### config.mk
export PLATFORM = sky130hd
export DESIGN_NAME = spi_cmd_ctrl
export DESIGN_NICKNAME = d
export VERILOG_FILES = /design/src/rtl/spi_cmd_ctrl_pkg.sv /design/src/rtl/spi_cmd_timeout.sv /design/src/rtl/spi_cmd_ctrl.sv
export SDC_FILE = /design/constraint.sdc
export NUM_CORES = 1
export LEC_CHECK = 0
export ABC_AREA = 1
export BUFFER_PORTS_ARGS = -buffer_cell sky130_fd_sc_hd__buf_2
export CORE_MARGIN = 3
export CORE_UTILIZATION = 35
export DETAILED_ROUTE_END_ITERATION = 12
export PLACE_DENSITY_LB_ADDON = 0.3
export SYNTH_ARGS = -nofsm -noshare
export SYNTH_HDL_FRONTEND = slang
export SYNTH_SLANG_ARGS = --single-unit
### constraint.sdc
create_clock -name clk -period 1.7 [get_ports clk]
set_clock_uncertainty 0.2 [all_clocks]
set_input_delay 0.085 -clock clk [delete_from_list [all_inputs] [get_ports clk]]
set_output_delay 0.085 -clock clk [all_outputs]
set_load 0.02 [all_outputs]
### src/rtl/spi_cmd_ctrl_pkg.sv
// Shared definitions for the SPI command sequencer: FSM states, command byte
// field positions and the address range check.
package spi_cmd_ctrl_pkg;

  typedef enum logic [2:0] {
    IDLE,
    WR_DATA,
    FETCH,
    LOAD,
    RD_DATA,
    DRAIN
  } state_t;

  localparam int CMD_W_BIT    = 7;
  localparam int CMD_INC_BIT  = 6;
  localparam int CMD_ADDR_MSB = 5;

  // A command address is only legal when every bit above the bank width is zero.
  function automatic logic addr_fits(input logic [CMD_ADDR_MSB:0] cmd_addr,
                                     input int addr_w);
    return (cmd_addr >> addr_w) == '0;
  endfunction

endpackage

### src/rtl/spi_cmd_timeout.sv
// Watchdog counter for the SPI command sequencer: flags when no byte has
// arrived for CYCLES enabled clock cycles.
module spi_cmd_timeout #(
  parameter int CYCLES = 1024
) (
  input  logic clk,
  input  logic rst,
  input  logic clear,
  input  logic enable,
  output logic expired
);

  localparam int CNT_W = $clog2(CYCLES) + 1;
  localparam logic [CNT_W-1:0] LIMIT = CNT_W'(CYCLES - 1);

  logic [CNT_W-1:0] count_q;

  always_ff @(posedge clk or posedge rst) begin
    if (rst) begin
      count_q <= '0;
    end else if (clear) begin
      count_q <= '0;
    end else if (enable && !expired) begin
      count_q <= count_q + CNT_W'(1);
    end
  end

  assign expired = enable && (count_q == LIMIT);

endmodule

### src/rtl/spi_cmd_ctrl.sv
// Command sequencer between an SPI slave byte interface and an 8-bit register bank.
// Optional byte watchdog enabled with the SPI_CMD_TIMEOUT_EN macro.
module spi_cmd_ctrl
  import spi_cmd_ctrl_pkg::*;
#(
  parameter int ADDR_W         = 5,
  parameter int TIMEOUT_CYCLES = 1024
) (
  input  logic              clk,
  input  logic              rst,
  input  logic              ss,
  input  logic [7:0]        rx_data,
  input  logic              rx_rdy,
  output logic [7:0]        tx_data,
  output logic              tx_latch,
  output logic [ADDR_W-1:0] reg_addr,
  output logic [7:0]        reg_wdata,
  output logic              reg_we,
  output logic              reg_re,
  input  logic [7:0]        reg_rdata,
  output logic              busy,
  output logic              err
);

  state_t state_q, state_d;

  logic [ADDR_W-1:0] addr_q, addr_d;
  logic              inc_q, inc_d;
  logic [7:0]        tx_data_q, tx_data_d;
  logic [7:0]        wdata_q, wdata_d;
  logic              tx_latch_q, tx_latch_d;
  logic              we_q, we_d;
  logic              re_q, re_d;
  logic              err_q, err_d;
  logic              timeout_hit;

`ifdef SPI_CMD_TIMEOUT_EN
  logic to_enable;

  assign to_enable = !ss && ((state_q == WR_DATA) || (state_q == RD_DATA));

  spi_cmd_timeout #(
    .CYCLES(TIMEOUT_CYCLES)
  ) u_timeout (
    .clk    (clk),
    .rst    (rst),
    .clear  (rx_rdy || !to_enable),
    .enable (to_enable),
    .expired(timeout_hit)
  );
`else
  assign timeout_hit = 1'b0;
`endif

  always_ff @(posedge clk or posedge rst) begin
    if (rst) begin
      state_q    <= IDLE;
      addr_q     <= '0;
      inc_q      <= 1'b0;
      tx_data_q  <= '0;
      wdata_q    <= '0;
      tx_latch_q <= 1'b0;
      we_q       <= 1'b0;
      re_q       <= 1'b0;
      err_q      <= 1'b0;
    end else begin
      state_q    <= state_d;
      addr_q     <= addr_d;
      inc_q      <= inc_d;
      tx_data_q  <= tx_data_d;
      wdata_q    <= wdata_d;
      tx_latch_q <= tx_latch_d;
      we_q       <= we_d;
      re_q       <= re_d;
      err_q      <= err_d;
    end
  end

  // Strobes are registered one cycle after the deciding rx_rdy; ss high always wins.
  always_comb begin
    state_d    = state_q;
    addr_d     = addr_q;
    inc_d      = inc_q;
    tx_data_d  = tx_data_q;
    wdata_d    = wdata_q;
    err_d      = err_q;
    tx_latch_d = 1'b0;
    we_d       = 1'b0;
    re_d       = 1'b0;

    if (we_q && inc_q) begin
      addr_d = addr_q + ADDR_W'(1);
    end

    if (ss) begin
      state_d = IDLE;
    end else begin
      case (state_q)
        IDLE: begin
          if (rx_rdy) begin
            if (addr_fits(rx_data[CMD_ADDR_MSB:0], ADDR_W)) begin
              err_d  = 1'b0;
              inc_d  = rx_data[CMD_INC_BIT];
              addr_d = rx_data[ADDR_W-1:0];
              if (rx_data[CMD_W_BIT]) begin
                state_d = WR_DATA;
              end else begin
                state_d = FETCH;
                re_d    = 1'b1;
              end
            end else begin
              err_d   = 1'b1;
              state_d = DRAIN;
            end
          end
        end
        WR_DATA: begin
          if (rx_rdy) begin
            we_d    = 1'b1;
            wdata_d = rx_data;
          end else if (timeout_hit) begin
            err_d   = 1'b1;
            state_d = DRAIN;
          end
        end
        FETCH: begin
          if (rx_rdy) begin
            err_d   = 1'b1;
            state_d = DRAIN;
          end else begin
            state_d = LOAD;
          end
        end
        // Read data from the bank is valid now, one cycle after the read strobe.
        LOAD: begin
          if (rx_rdy) begin
            err_d   = 1'b1;
            state_d = DRAIN;
          end else begin
            tx_data_d  = reg_rdata;
            tx_latch_d = 1'b1;
            state_d    = RD_DATA;
          end
        end
        RD_DATA: begin
          if (rx_rdy) begin
            if (inc_q) begin
              addr_d = addr_q + ADDR_W'(1);
            end
            re_d    = 1'b1;
            state_d = FETCH;
          end else if (timeout_hit) begin
            err_d   = 1'b1;
            state_d = DRAIN;
          end
        end
        DRAIN: begin
          state_d = DRAIN;
        end
        default: begin
          state_d = IDLE;
        end
      endcase
    end
  end

  assign tx_data   = tx_data_q;
  assign tx_latch  = tx_latch_q;
  assign reg_addr  = addr_q;
  assign reg_wdata = wdata_q;
  assign reg_we    = we_q;
  assign reg_re    = re_q;
  assign busy      = (state_q != IDLE);
  assign err       = err_q;

endmodule

==> reports/qor.yml, run 1 <==
sta:
  whs_ns: 0.211
  fin_crit_sh_pct: 92.0
  relSlewSlack_pct: 75.3
  setup_violations: 0
  finalCriticalPeriod_ns: 1.56
  layout_setup_ws_ns: 0.136
  hold_viol_final: 0
  timing.fmax_mhz: 640
  slew_viol_final: 0
  setup-tns-final_ns: 0
  grt_setup_unrepaired: "false"
  tightest_slew_ns: 0.371
floorplan:
  die_w_um: 73.5
  start_util_pct: 37.9
  io_pins: 46
  rows: 23
  core-area_mm2: 0.00420
  dieArea_mm2: 0.00540
  die_y_um: 73.5
finish:
  syn_to_final_growth_pct: 39.2
  final_nets: 310
  drive_above_1_share_pct: 29.1
  mostFrequentLayoutCells: "nand2_1 (85), buf_2 (45), dfrtp_1 (28)"
  antenna_cells: 0
  layout_commonest_cell: "nand2_1"
  final_util_pct: 52.8
drt:
  wl_mm: 4.02
  wl_met3_um: 277
  routedWlPerCell_um: 11.8
  dr.pass1.iters: 4
  avgViaCountPerCell: 4.72
  wl_met2_mm: 2.00
  ant_nets: 0
  via_count: 1601
  top_layer: "met4"
  wl_met1_mm: 1.69
  drcViolationCount: 0
  drtIter0Drc: 142
setup_path:
  reg2regPathDepth: 7
  arrival_ns: 1.28
  critPathKind: "flip-flop to primary output"
  crit_slowest_cell: "dfrtp_2"
  critPathLaunchType: "flip-flop"
  crit_chain: "nor2_4, nand2_1, buf_4, buf_2"
  crit_fanout: 6
  critPathCaptureType: "primary output"
  slowest_delay_ns: 0.45
  r2r-start: "reg_addr[1]$_DFF_PP0_"
  worst_r2r_endpoint: "reg_addr[1]$_DFF_PP0_"
  cp.required_ns: 1.41
  reg2reg_slack_ns: 0.15
clock_network:
  cts_made_buffers: 5
  htreeDepth: 2
  clock_sinks: 29
  cts-root-buf: "clkbuf_8"
  cts_tree: "built"
  clock_latency_ns: 0.28
  clk_path_buf_depth: 2
  path_clk_slew_ns: 0.07
yosys:
  synth_cell_types: 22
  netlist.area_leader.share_pct: 45.5
  ys_seq_area_share_pct: 45.5
  netlist_area_mm2: 0.00159
  synth-edff-count: 0
  synthCells: 213
  synth-seq-cells: 29
  postSynthAreaPerCell_um2: 7.48
  yosys-top-cells-area: "dfrtp_1 (46%), nand2_1 (20%), inv_1 (5.9%), o21ai_2 (3.8%), a21oi_1 (3.5%)"
  ys.flop_type: "dfrtp_1"
  synth_area_leader_cell: "dfrtp_1"
  synthesis.nets: 235
  async_reset_ff_share_pct: 100
  ys_warn_count: 0
placement:
  dp_hpwl_mm: 2.77
  gp_congestion: 0.855
  pre_cts_slack_ns: 0.0884
  portBuffers: 45
pwr:
  powerDensity_mw_per_mm2: 1670
  switching_power_w: 0.00166
  p_comb_share_pct: 50.3
  power.internal_w: 0.00206
  peakVddDrop_uv: 793
  leakagePower_nw: 1.25
  clock_power_share_pct: 17.0
  seqPwrFrac_pct: 32.6
  sw_frac_of_total_pct: 44.6
grt:
  grt_pass1_vias: 1567
  grtUsageTotal_pct: 16.3
  grt_overflow: 0
  antenna_found_initial: 0
  grt_pass1_wl_mm: 6.80
  grt_max_degree: 30
outcome:
  status: "finished clean"
min_path:
  hp-class: "input port to asynchronous set/reset pin"
flow_run:
  cap_violations: 0
synthesized netlist by cell type (3+ instances only):
library cell and number:
nand2_1 86, dfrtp_1 29, inv_1 25, a21oi_1 11
o21ai_0 11, nor2_1 10, nand3_1 9, o21ai_2 7
inv_2 5, nor2_4 3
registers in the layout (all words and copies together) (netlist names):
register,cells
state_q,3
reg_addr,5
tx_latch,1
err,1
tx_data,8
reg_re,1
reg_we,1
inc_q,1
reg_wdata,8
repair_timing:
action	in CTS	in global routing
hold buffers	19	0
setup endpoints to repair	0	4
resized for setup	0	10
endpoints found under the hold margin	50	0
buffers inserted	0	0
metal layers:
| layer | up-vias | GRT usage, % |
|---|---|---|
| li1 | 819 | - |
| met5 | - | 0 |
| met1 | 720 | 19.6 |
| met4 | 0 | 4.43 |
| met3 | 8 | 5.20 |
| met2 | 54 | 27.9 |
worst max-delay path: cells and delay by family (launching register included):
family,cells,cell delay [ns]
DFF,1,0.45
buffers and inverters,2,0.31
and+or+nand+nor,2,0.23
worst max-delay path by stage:
| stage | slack [ns] | to | start |
|---|---|---|---|
| floorplan | 0.06 | reg_addr[1]$_DFF_PP0_ | reg_addr[0]$_DFF_PP0_ |
| global placement | 0.16 | reg_addr[1]$_DFF_PP0_ | reg_addr[1]$_DFF_PP0_ |
| detailed placement | 0.09 | reg_addr[1]$_DFF_PP0_ | reg_addr[1]$_DFF_PP0_ |
| CTS | 0.07 | reg_addr[1]$_DFF_PP0_ | reg_addr[1]$_DFF_PP0_ |
| global route | 0.02 | state_q[2]$_DFFE_PP0P_ | state_q[0]$_DFFE_PP0P_ |
| finish | 0.14 | busy | state_q[0]$_DFFE_PP0P_ |
logic make-up (layout without fill, tap and decap cells):
kind of cell	Yosys count	after routing	synth area share [%]
buffers and inverters	32	108	8.48
adder cells (fa/ha/maj)	2	2	1.57
XOR/XNOR	1	1	0.550
flip-flops	29	29	45.5
AO/OA/AOI/OAI	31	31	11.9
AND/OR/NAND/NOR	118	118	32.0
stage by stage:
stage                     instance area, µm²  total power (W)  instances
final                                   2220          0.00371        339
after global routing                    2220          0.00406        339
after CTS                               2200          0.00368        339
after detailed placement                1900          0.00300        312
after global placement                  1900          0.00298        312
after floorplan                         1590          0.00246        213
power groups by stage:
stage	clock network [W]	logic [W]	registers [W]
final	0.000633	0.00187	0.00121
after global placement	0	0.00178	0.00120
after floorplan	0	0.000945	0.00152
after CTS	0.000653	0.00184	0.00120
after global routing	0.000682	0.00212	0.00126
after detailed placement	0	0.00180	0.00120
area by class of cell:
cell class                 count  area [µm²]
clock buffer                   7        96.3
inverter                      30         113
sequential                    29         727
multi-input combinational    152         754
timing repair buffer          70         460
clock inverter                 1        5.00
tap                           50        62.6
fill                         398        1980
No activity file was read; power rests on OpenSTA's default activity.
==> run 2: changes to the inputs <==
GPL_TIMING_DRIVEN = 1   (was unset)
PLACE_DENSITY_LB_ADDON = unset   (was 0.3)
SLEW_MARGIN = 20   (was unset)
==> reports/qor.yml, run 2 (same netlist as run 1, synthesis figures left out) <==
outcome:
  status: "finished clean"  # unchanged
placement:
  pre_cts_slack_ns: 0.0939  # was 0.0884 ns
  dp_hpwl_mm: 2.76  # was 2.77 mm
  gp_congestion: 0.912  # was 0.855
  portBuffers: 45  # unchanged
floorplan:
  start_util_pct: 37.9  # unchanged
  die_w_um: 73.5  # unchanged
  die_y_um: 73.5  # unchanged
  core-area_mm2: 0.00420  # unchanged
  rows: 23  # unchanged
  io_pins: 46  # unchanged
  dieArea_mm2: 0.00540  # unchanged
setup_path:
  crit_chain: "ha_2, inv_1, o21ai_2, nor2_1, o21ai_0, nand2_1, nand2_1"  # was nor2_4, nand2_1, buf_4, buf_2
  slowest_delay_ns: 0.42  # was 0.45 ns
  path_buf_inv: 1  # was 2
  crit_fanout: 5  # was 6
  critPathCaptureType: "flip-flop"  # was primary output
  crit_family: "flip-flops"  # unchanged
  crit_slowest_cell: "dfrtp_1"  # was dfrtp_2
  path_common_cell: "nand2_1"
  arrival_ns: 1.58  # was 1.28 ns
  cp.required_ns: 1.72  # was 1.41 ns
  critPathLaunchType: "flip-flop"  # unchanged
  critPathKind: "flip-flop to flip-flop"  # was flip-flop to primary output
clock_network:
  cts_tree: "built"  # unchanged
  htreeDepth: 2  # unchanged
  cts_setup_buffers: 0  # unchanged
  path_clk_slew_ns: 0.07  # about the same
  clk_path_buf_depth: 2  # unchanged
  cts_made_buffers: 5  # unchanged
  clock_sinks: 29  # unchanged
  clock_latency_ns: 0.28  # about the same
  cts-root-buf: "clkbuf_8"  # unchanged
finish:
  drive_above_1_share_pct: 28.2  # was 29.1%
  antenna_cells: 0  # unchanged
  syn_to_final_growth_pct: 38.6  # was 39.2%
  fillers: 416  # was 398
  final_nets: 308  # was 310
  multi_input_area_um2: 746  # was 754 µm²
  regArea_um2: 726  # was 727 µm²
  layout_commonest_cell: "nand2_1"  # unchanged
  mostFrequentLayoutCells: "nand2_1 (85), buf_2 (45), dfrtp_1 (29)"  # was nand2_1 (85), buf_2 (45), dfrtp_1 (28)
flow_run:
  cap_violations: 0  # unchanged
sta:
  grt_setup_unrepaired: "false"  # unchanged
  setup_violations: 0  # unchanged
  relSlewSlack_pct: 75.4  # was 75.3%
  tightest_slew_ns: 0.368  # was 0.371 ns
  whs_ns: 0.0308  # was 0.211 ns
  timing.fmax_mhz: 641  # was 640 MHz
  hold_viol_final: 0  # unchanged
  slew_viol_final: 0  # unchanged
  setup-tns-final_ns: 0  # unchanged
  finalCriticalPeriod_ns: 1.56  # about the same
  layout_setup_ws_ns: 0.140  # was 0.136 ns
  fin_crit_sh_pct: 91.8  # was 92.0%
grt:
  grt_pass1_vias: 1434  # was 1,567
  grt_max_degree: 30  # unchanged
  antenna_found_initial: 0  # unchanged
  grt_overflow: 0  # unchanged
  grtUsageTotal_pct: 15.5  # was 16.3%
  grt_pass1_wl_mm: 6.42  # was 6.80 mm
drt:
  drcViolationCount: 0  # unchanged
  ant_nets: 0  # unchanged
  wl_mm: 3.84  # was 4.02 mm
  via_count: 1522  # was 1,601
  avgViaCountPerCell: 4.52  # was 4.72
  routedWlPerCell_um: 11.4  # was 11.8 µm
  drtIter0Drc: 128  # was 142
  dr.pass1.iters: 4  # unchanged
pwr:
  powerDensity_mw_per_mm2: 1710  # was 1670 mW/mm²
  leakagePower_nw: 1.24  # was 1.25 nW
  peakVddDrop_uv: 660  # was 793 µV
min_path:
  hp-class: "input port to flip-flop"  # was input port to asynchronous set/reset pin
[run 2: worst reg2reg max path, stage by stage, from the launching register on]
cell and delay (ns):
dfrtp_1 0.42, ha_2 0.34, inv_1 0.05, o21ai_2 0.16, nor2_1 0.05, o21ai_0 0.16, nand2_1 0.07, nand2_1 0.05
[run 2: layout make-up]
cell class              count  share of cell area (%)
repair buffers             68                    20.0
multi-input cells         152                    33.7
well taps                  50                    2.83
flip-flops and latches     29                    32.8
clock inverters             2                    1.70
clock buffers               6                    3.74
inverters                  30                    5.10
[run 2: power breakdown]
group	internal (W)	switching, W	total (W)
logic	0.000664	0.00116	0.00182
registers	0.000986	0.000208	0.00119
clock network	0.000476	0.000278	0.000754
[run 2: final timing paths]
path / from / end / slack (ns) / cells after the start
worst min register to register: reg_wdata[7]$_DFFE_PP0P_ / reg_wdata[7]$_DFFE_PP0P_ / 0.27 / 2
worst max register to register: reg_addr[1]$_DFF_PP0_ / reg_addr[1]$_DFF_PP0_ / 0.14 / 7
max in group asynchronous: rst / state_q[2]$_DFFE_PP0P_ / 0.81 / 4
worst min-delay path: rx_rdy / reg_re$_DFF_PP0_ / 0.03 / 3
worst max-delay path: reg_addr[1]$_DFF_PP0_ / reg_addr[1]$_DFF_PP0_ / 0.14 / 7
min in group asynchronous: rst / reg_wdata[3]$_DFFE_PP0P_ / 0.21 / 4
[run 2: metrics by stage]
step / instance area, µm² / instances / total power [W] / utilization (%)
5_1_grt: 2210 / 337 / 0.00409 / 52.6
3_3_place_gp: 1900 / 311 / 0.00296 / 45.1
2_1_floorplan: 1590 / 213 / 0.00246 / -
4_1_cts: 2200 / 337 / 0.00376 / 52.3
6_report: 2210 / 337 / 0.00377 / 52.6
3_5_place_dp: 1900 / 311 / 0.00297 / 45.1
[run 2: metal layers]
layer	vias to the layer above	global-route usage (%)	wire [µm]	share of wire (%)
met3	6	4.79	207	5.4
li1	812	-	-	-
met5	-	0	0	0
met2	45	25.3	1760	46
met4	0	5.23	37	0.96
met1	659	19.3	1840	48
[run 2: repair_timing]
item	4_1_cts	5_1_grt
hold endpoints to repair	47	0
gates resized for setup	0	6
hold buffers	18	0
endpoints found under the setup margin	0	5
